File: config.mk
export PLATFORM = sky130hd
export DESIGN_NAME = mqoi_frame_sequencer
export DESIGN_NICKNAME = d
export VERILOG_FILES = /design/src/rtl/mqoi_pkg.sv /design/src/rtl/mqoi_pixel_diff.sv /design/src/rtl/mqoi_frame_sequencer.sv
export SDC_FILE = /design/constraint.sdc
export NUM_CORES = 1
export LEC_CHECK = 0
export ABC_CLOCK_PERIOD_IN_PS = 4400
export CAP_MARGIN = 20
export CORE_UTILIZATION = 26
export DETAILED_ROUTE_END_ITERATION = 8
export GPL_ROUTABILITY_DRIVEN = 0
export GPL_TIMING_DRIVEN = 0
export SYNTH_ARGS = -nofsm -noshare
export SYNTH_HDL_FRONTEND = slang
export SYNTH_SLANG_ARGS = --single-unit
File: constraint.sdc
create_clock -name clk -period 4.4 [get_ports clk]
set_input_delay 1.32 -clock clk [delete_from_list [all_inputs] [get_ports clk]]
set_output_delay 1.32 -clock clk [all_outputs]
set_load 0.05 [all_outputs]
File: src/rtl/mqoi_pkg.sv
// Shared definitions for the MQOI frame sequencer.
//   - FSM state encoding
//   - pixel width and RGBA channel offsets
//   - ALPHA_OPAQUE / DIFF_SKIP constants
package mqoi_pkg;

  localparam int PIX_W = 32;
  localparam int R_OFS = 24;
  localparam int G_OFS = 16;
  localparam int B_OFS = 8;
  localparam int A_OFS = 0;

  localparam logic [7:0]       ALPHA_OPAQUE = 8'hFF;
  localparam logic [PIX_W-1:0] DIFF_SKIP    = 32'h0000_0000;

  typedef enum logic [2:0] {
    S_IDLE = 3'd0,
    S_READ = 3'd1,
    S_WAIT = 3'd2,
    S_PIX  = 3'd3,
    S_OUT  = 3'd4
  } state_t;

endpackage

File: src/rtl/mqoi_pixel_diff.sv
// Combinational pixel compare/format.
//   cur       : current-frame pixel (RGBA)
//   old       : previous-frame pixel from frame memory
//   key       : force full-pixel output
//   diff      : DIFF_SKIP when RGB unchanged and not key, else {RGB, ALPHA_OPAQUE}
//   alpha_bad : current pixel alpha is not opaque
module mqoi_pixel_diff
  import mqoi_pkg::*;
(
  input  logic [PIX_W-1:0] cur,
  input  logic [PIX_W-1:0] old,
  input  logic             key,
  output logic [PIX_W-1:0] diff,
  output logic             alpha_bad
);

  logic same_rgb;

  // Alpha is deliberately left out of the compare: the encoder only sees RGB.
  assign same_rgb  = (cur[PIX_W-1:B_OFS] == old[PIX_W-1:B_OFS]);
  assign diff      = (!key && same_rgb) ? DIFF_SKIP
                                        : {cur[R_OFS +: 8], cur[G_OFS +: 8],
                                           cur[B_OFS +: 8], ALPHA_OPAQUE};
  assign alpha_bad = (cur[A_OFS +: 8] != ALPHA_OPAQUE);

endmodule

File: src/rtl/mqoi_frame_sequencer.sv
// Frame sequencer: for each pixel, reads the old pixel from frame memory,
// accepts the new pixel, writes it back, and emits a diffed pixel to the
// QOI encoder. One pixel per 4 cycles at best (READ, WAIT, PIX, OUT).
//   clk, rst                      : clock, async active-high reset
//   start/keyframe/abort/num_pixels : frame control
//   in_valid/in_ready/in_rgba     : current-frame pixel stream
//   mem_rd/mem_raddr/mem_rdata    : old-frame read (data 1 cycle after mem_rd)
//   mem_we/mem_waddr/mem_wdata    : old-frame write-back
//   diff_valid/ready/rgba/last    : stream to encoder
//   busy, done (pulse), alpha_err (sticky)
module mqoi_frame_sequencer
  import mqoi_pkg::*;
#(
  parameter int ADDR_W = 16
) (
  input  logic              clk,
  input  logic              rst,
  input  logic              start,
  input  logic              keyframe,
  input  logic              abort,
  input  logic [ADDR_W-1:0] num_pixels,
  input  logic              in_valid,
  output logic              in_ready,
  input  logic [PIX_W-1:0]  in_rgba,
  output logic              mem_rd,
  output logic [ADDR_W-1:0] mem_raddr,
  input  logic [PIX_W-1:0]  mem_rdata,
  output logic              mem_we,
  output logic [ADDR_W-1:0] mem_waddr,
  output logic [PIX_W-1:0]  mem_wdata,
  output logic              diff_valid,
  input  logic              diff_ready,
  output logic [PIX_W-1:0]  diff_rgba,
  output logic              diff_last,
  output logic              busy,
  output logic              done,
  output logic              alpha_err
);

  state_t             state;
  logic [ADDR_W-1:0]  idx;
  logic [ADDR_W-1:0]  last_idx;
  logic               eff_key;
  logic               frame_valid;
  logic [PIX_W-1:0]   old_px;
  logic [PIX_W-1:0]   diff_q;
  logic [PIX_W-1:0]   diff_w;
  logic               alpha_bad;
  logic               is_last;

  mqoi_pixel_diff u_diff (
    .cur       (in_rgba),
    .old       (old_px),
    .key       (eff_key),
    .diff      (diff_w),
    .alpha_bad (alpha_bad)
  );

  assign is_last = (idx == last_idx);

  always_ff @(posedge clk or posedge rst) begin
    if (rst) begin
      state       <= S_IDLE;
      idx         <= '0;
      last_idx    <= '0;
      eff_key     <= 1'b0;
      frame_valid <= 1'b0;
      old_px      <= '0;
      diff_q      <= '0;
      done        <= 1'b0;
      alpha_err   <= 1'b0;
    end else begin
      done <= 1'b0;
      if (abort && state != S_IDLE) begin
        // Memory may be partially overwritten, so the next frame must be a key.
        state       <= S_IDLE;
        frame_valid <= 1'b0;
      end else begin
        case (state)
          S_IDLE: if (start) begin
            alpha_err <= 1'b0;
            if (num_pixels != '0) begin
              last_idx <= num_pixels - 1'b1;
              eff_key  <= keyframe | ~frame_valid;
              idx      <= '0;
              state    <= S_READ;
            end else begin
              done <= 1'b1;
            end
          end
          S_READ: state <= S_WAIT;
          S_WAIT: begin
            old_px <= mem_rdata;
            state  <= S_PIX;
          end
          S_PIX: if (in_valid) begin
            diff_q <= diff_w;
            if (alpha_bad) alpha_err <= 1'b1;
            state <= S_OUT;
          end
          S_OUT: if (diff_ready) begin
            if (is_last) begin
              state       <= S_IDLE;
              done        <= 1'b1;
              frame_valid <= 1'b1;
            end else begin
              idx   <= idx + 1'b1;
              state <= S_READ;
            end
          end
          default: state <= S_IDLE;
        endcase
      end
    end
  end

  // Outputs decode the registered state; address/data are zeroed when idle.
  assign busy       = (state != S_IDLE);
  assign in_ready   = (state == S_PIX);
  assign mem_rd     = (state == S_READ);
  assign mem_raddr  = mem_rd ? idx : '0;
  assign mem_we     = (state == S_PIX) && in_valid && !abort;
  assign mem_waddr  = mem_we ? idx : '0;
  assign mem_wdata  = mem_we ? in_rgba : '0;
  assign diff_valid = (state == S_OUT);
  assign diff_rgba  = diff_valid ? diff_q : '0;
  assign diff_last  = diff_valid && is_last;

endmodule
==> results of run 1 <==
-- cell type report --
type,instances,area [um^2]
flip-flops and latches,88,2200
multi-input cells,363,2570
well taps,260,325
fillers,1930,11300
repair buffers,183,1750
clock inverters,6,116
plain buffers,37,254
clock buffers,9,225
inverters,10,40.0
-- timing repair --
action	4_1_cts	5_1_grt
endpoints found under the setup margin	49	49
endpoints found under the hold margin	0	0
pin swaps	0	0
gates resized for setup	258	44
cloned	0	0
buffers inserted	0	0
-- power by group --
group | internal [W] | switching (W)
Sequential | 0.00112 | 0.000198
Combinational | 0.000557 | 0.000581
Clock | 0.000556 | 0.000345
-- kinds of logic (layout without fill, tap and decap cells) --
| family | count (synthesis) | count (layout) | share of synthesized area |
|---|---|---|---|
| fa+ha+maj | 2 | 2 | 0.00498 |
| flops | 88 | 88 | 0.438 |
| compound gates | 80 | 80 | 0.119 |
| mux | 26 | 26 | 0.0580 |
| buf+inv | 48 | 245 | 0.0503 |
| simple gates | 202 | 202 | 0.237 |
| xor+xnor | 53 | 53 | 0.0924 |
-- flip-flops by register name, indices dropped and copies added (netlist names) --
register     flops
alpha_err        1
old_px          24
diff_q          25
last_idx        16
eff_key          1
idx             16
frame_valid      1
done             1
state            3
-- synthesized netlist by cell type (2+ instances only) --
master / count / share of area
a21o_1: 2 / 0.0030
a21oi_1: 5 / 0.0050
a22o_1: 24 / 0.042
a31oi_1: 3 / 0.0037
and2_1: 63 / 0.078
and3_1: 28 / 0.035
buf_1: 2 / 0.0015
buf_2: 4 / 0.0040
buf_4: 8 / 0.012
buf_6: 5 / 0.011
clkbuf_1: 19 / 0.014
dfrtp_1: 88 / 0.44
ha_1: 2 / 0.0050
inv_1: 10 / 0.0075
mux2_2: 25 / 0.056
nand2_1: 30 / 0.022
nand2b_1: 2 / 0.0025
nand3_1: 15 / 0.015
nand4_1: 16 / 0.020
nor2_1: 13 / 0.0097
nor2b_1: 2 / 0.0025
nor3_1: 9 / 0.0090
nor3_2: 2 / 0.0040
nor4_1: 6 / 0.0075
nor4_2: 2 / 0.0050
o211ai_1: 4 / 0.0060
o21ai_0: 15 / 0.015
o21ai_1: 4 / 0.0040
o21ai_2: 2 / 0.0035
o31ai_1: 11 / 0.016
o41ai_1: 2 / 0.0035
or3_4: 2 / 0.0045
or4_1: 2 / 0.0030
xnor2_1: 32 / 0.056
xor2_1: 21 / 0.037
-- metrics by stage --
step | setup WS [ns] | setup TNS, ns | utilization | hold slack [ns] | total power [W]
2_1_floorplan | 0.181 | 0 | - | 0.442 | 0.00210
3_3_place_gp | -1.47 | -117.44 | 0.381 | 0.455 | 0.00245
3_5_place_dp | -1.48 | -50.65 | 0.382 | 0.467 | 0.00248
4_1_cts | 0.00474 | 0 | 0.396 | 0.481 | 0.00338
5_1_grt | 0.000296 | 0 | 0.398 | 0.509 | 0.00356
6_report | 0.0749 | 0 | 0.398 | 0.481 | 0.00336
-- layer usage --
metal  global-route usage  routed length (um)
met3               0.0367                 794
met1                0.233                7710
met2                0.259                7400
met4               0.0509                 191
met5                    0                   0
-- path summary, 6_finish.rpt --
kind                                 to  slack [ns]
setup / recovery           mem_waddr[1]        0.07
hold / removal                diff_q[7]        0.48
setup reg to reg             diff_q[22]        2.08
hold reg to reg               diff_q[7]        0.48
max in group asynchronous     old_px[8]        2.42
min in group asynchronous      state[2]        1.36
-- cells in the final DEF, fill, tap and decap left out, types with 11 or more instances in the layout --
master and n:
nand2_1 30, xnor2_1 32, mux2_2 25, clkbuf_1 13, a22o_1 24, nand3_1 15
o31ai_1 11, and2_1 63, and3_1 28, nand4_1 16, buf_6 16, dfrtp_1 88
o21ai_0 15, buf_4 18, nor2_1 13, clkbuf_4 14, clkdlybuf4s50_1 132, xor2_1 21
buf_2 18
==> impl_metrics.tcl, run 1 <==
set metrics [dict create \
    grt_pass1_vias 4200 \
    holdPathStages 1 \
    synth_edf_count 0 \
    crit_path_max_fanout 10 \
    cp.required_ns 3.08 \
    ant_nets 0 \
    syn-num-nets 588 \
    ys_ff_latch 88 \
    synthesis.area_um2 5020 \
    crit_type "in2out" \
    syn_to_final_growth_pct 49.0 \
    cts.sinks 88 \
    syn_inst 499 \
    end_kind "output pin" \
    cp_slowest_cell "clkdlybuf4s50_1" \
    overflow 0 \
    crit_start "in_valid" \
    fin_crit_sh 0.983 \
    clk_path_buf_depth 2 \
    die_w_um 141 \
    period_needed_ns 4.33 \
    clkTransAtPathRegs_ns 0.06 \
    crit_chain "clkdlybuf4s50_1 -> nand2_1 -> or3_4 -> inv_2 -> clkbuf_16 -> and2_1 -> clkdlybuf4s15_2" \
    avgSynthCellArea_um2 10.1 \
    dr_total_vias 4383 \
    ir_worst_vdd_v 0.000229 \
    maxCapViolCount 0 \
    dp.cells 942 \
    reg2reg_depth 6 \
    core-area_um2 18800 \
    drcViolationCount 0 \
    finalInstanceArea_um2 7490 \
    start_util 0.267 \
    skew_ns 0.0100 \
    cts-root-buf "clkbuf_16" \
    holdBufCountCts 0 \
    p_per_area_nw_per_um2 448 \
    setup_viol 0 \
    status "completed" \
    grt_max_degree 52 \
    worst_slew_pin_slew_ns 0.674 \
    crit_family "buffers and inverters" \
    p_leak_nw 3.26 \
    min-delay-start "diff_q[7]" \
    first_pass_iters 4 \
    yosysSeqAreaShare 0.438 \
    nNetsFinal 781 \
    grt_pass1_wl_um 24800 \
    io_buffers 182 \
    crit_buf_inv 4 \
    wl_per_cell_um 16.8 \
    synth_top_flop_cell "dfrtp_1" \
    fmaxAchievable_mhz 231 \
    post_drt_via_cell_ratio 4.58 \
    r2r-start "state[2]" \
    grt_antenna_before_repair 0 \
    cp-start-kind "primary input" \
    hold_class "reg2reg" \
    fin_cells 956 \
    rsz0062_at_grt "false" \
    track_usage 0.168 \
    finalWirelength_um 16100 \
    cp_num_cells 7 \
    slew_headroom 0.547 \
    drv_slew 0 \
    cts_inserted_buffers 9 \
    cpPeakStageDelay_ns 0.50 \
    synth_cell_type_count 54 \
    hpwl_um 12400 \
    dieArea_um2 19900 \
    synth-async-reset-ratio 1.00 \
    worstPathArrival_ns 3.01 \
    die_h_um 141 \
    dpl_cell_area_um2 7200 \
    hold_viol_final 0 \
    clk_latency_ns 0.36 \
    ys_warn_count 0 \
    htreeDepth 3 \
    num_io_pins 191 \
    num_rows 50 \
    antenna_cells 0 \
    cts_tree "built" \
    layout-drive-gt1-share 0.190 \
    drt_iter0_drc 237 \
]
Power figures use the tool's default switching activity.
==> inputs of run 2 (changes only) <==
Settings changed: CTS_CLUSTER_SIZE set to 25.
==> results of run 2 <==
Final layout, timing and power as in run 1 (identical DEF).
==> inputs of run 3 (changes only) <==
Settings changed: CORE_ASPECT_RATIO set to 1.25.
==> run 3 against run 2 <==
Compared with the run above:
- hold slack got worse by 0.0065 ns
- sequential power barely moved
- clock skew down 0.0029 ns
- sequential share of layout area rose by 0.18 points
- count of clock-buffer cells in the layout rose by 2
- non-clock buffer count unchanged
- highest routed layer is now met5
- sequential cell count unchanged
- power grew 1.8%
- maximum frequency barely moved
- critical path depth grew 1
- setup slack gained 0.0027 ns
- largest cell class unchanged
==> impl_metrics.tcl, run 3 (synthesis results as in run 1) <==
set metrics [dict create \
    die_w_um 126 \
    final_common_cell "clkdlybuf4s50_1" \
    ant_nets 0 \
    setup_viol 0 \
    hold_viol_final 0 \
    p_total_w 0.00342 \
    top_regs "diff_q: 25 flops, old_px: 24 flops" \
    largest_register "diff_q" \
    worstPathArrival_ns 3.00 \
    hold_class "reg2reg" \
    cts_tree "built" \
    io_buffers 182 \
    dieArea_um2 19900 \
    holdPathStages 1 \
    reg2reg_depth 5 \
    crit_type "in2out" \
    grt_pass1_wl_um 25300 \
    cp_num_cells 8 \
    layout-drive-gt1-share 0.185 \
    maxCapViolCount 0 \
    core-area_um2 18800 \
    grt_pass1_vias 4457 \
    largest_reg_flops 25 \
    holdBufCountCts 0 \
    crit_chain "clkdlybuf4s50_1 -> nand2_1 -> or3_1 -> inv_1 -> clkbuf_8 -> buf_8 -> and2_1 -> buf_6" \
    p_leak_nw 3.27 \
    cp-start-kind "primary input" \
    r2r_slack_ns 1.77 \
    dpl_cell_area_um2 7160 \
    clkTransAtPathRegs_ns 0.07 \
    htreeDepth 3 \
    dr_total_vias 4501 \
    status "completed" \
    final.setup.tns_ns 0 \
    grt_antenna_before_repair 1 \
    clk_path_buf_depth 2 \
    num_rows 56 \
    finalInstanceArea_um2 7440 \
    slew_headroom 0.267 \
    fmaxAchievable_mhz 231 \
    fin_crit_sh 0.982 \
    syn_to_final_growth_pct 48.1 \
    overflow 0 \
    mostFrequentLayoutCells "132 x clkdlybuf4s50_1, 88 x dfrtp_1, 63 x and2_1" \
    end_kind "output pin" \
    track_usage 0.170 \
    cp_slowest_cell "clkdlybuf4s50_1" \
    start_util 0.267 \
    grt_max_degree 51 \
    num_io_pins 191 \
    p_per_area_nw_per_um2 459 \
    skew_ns 0.00716 \
    cts_inserted_buffers 9 \
    antenna_cells 0 \
    post_drt_via_cell_ratio 4.84 \
    rsz0062_at_grt "true" \
    drt_iter0_drc 225 \
    drcViolationCount 0 \
    hpwl_um 12700 \
    first_pass_iters 4 \
    finalWirelength_um 16600 \
    fin_hold_ws_ns 0.475 \
    nNetsFinal 781 \
    drv_slew 0 \
    clk_latency_ns 0.35 \
    die_h_um 157 \
    cpPeakStageDelay_ns 0.50 \
    crit_buf_inv 5 \
    crit_family "buffers and inverters" \
    cts-root-buf "clkbuf_16" \
    period_needed_ns 4.32 \
    crit_path_max_fanout 10 \
    ir_worst_vdd_v 0.000178 \
    wl_per_cell_um 17.9 \
    cp.required_ns 3.08 \
    worst_slew_pin_slew_ns 1.09 \
    cts.sinks 88 \
]
-- run 3: what timing repair did --
action	in CTS	in global routing
setup endpoints to repair	49	49
resized for setup	250	55
pin swaps	0	0
setup buffers	0	0
-- run 3: path summary, 6_finish.rpt --
path	from	end
worst min register to register	diff_q[7]	diff_q[7]
worst min-delay path	diff_q[7]	diff_q[7]
worst max-delay path	in_valid	mem_wdata[3]
max in group asynchronous	rst	idx[9]
min in group asynchronous	rst	diff_q[31]
worst max register to register	state[1]	old_px[29]
-- run 3: area by class of cell --
class	instances	area (um^2)
multi-input combinational	363	2570
inverter	10	40.0
tap	232	290
buffer	37	246
fill	1862	11400
clock inverter	5	129
sequential	88	2200
timing repair buffer	183	1730
clock buffer	11	233
-- run 3: metal layers --
metal / wire length [um] / track usage / share of wire
met2: 8600 / 0.309 / 0.52
met1: 6710 / 0.194 / 0.40
met3: 1020 / 0.0387 / 0.062
met5: 8 / 0 / 0.00048
met4: 286 / 0.0625 / 0.017
-- run 3: worst register-to-register path: cells and delay by family, from the launching register on --
family | cells | cell delay (ns)
flops | 1 | 0.31
simple gates | 1 | 0.90
buf+inv | 3 | 0.91
mux | 1 | 0.41
-- run 3: where the power goes --
part	switching (W)	internal, W
Sequential	0.000201	0.00112
Combinational	0.000590	0.000556
Clock	0.000336	0.000614
Total	0.00113	0.00229
-- run 3: metrics by stage --
step           cells  setup slack (ns)   util
6_report         929            0.0776  0.395
5_1_grt          929          -0.00925  0.395
4_1_cts          929           -0.0145  0.395
3_5_place_dp     914             -1.39  0.380
3_3_place_gp     913             -1.40  0.379
2_1_floorplan    499             0.181      -
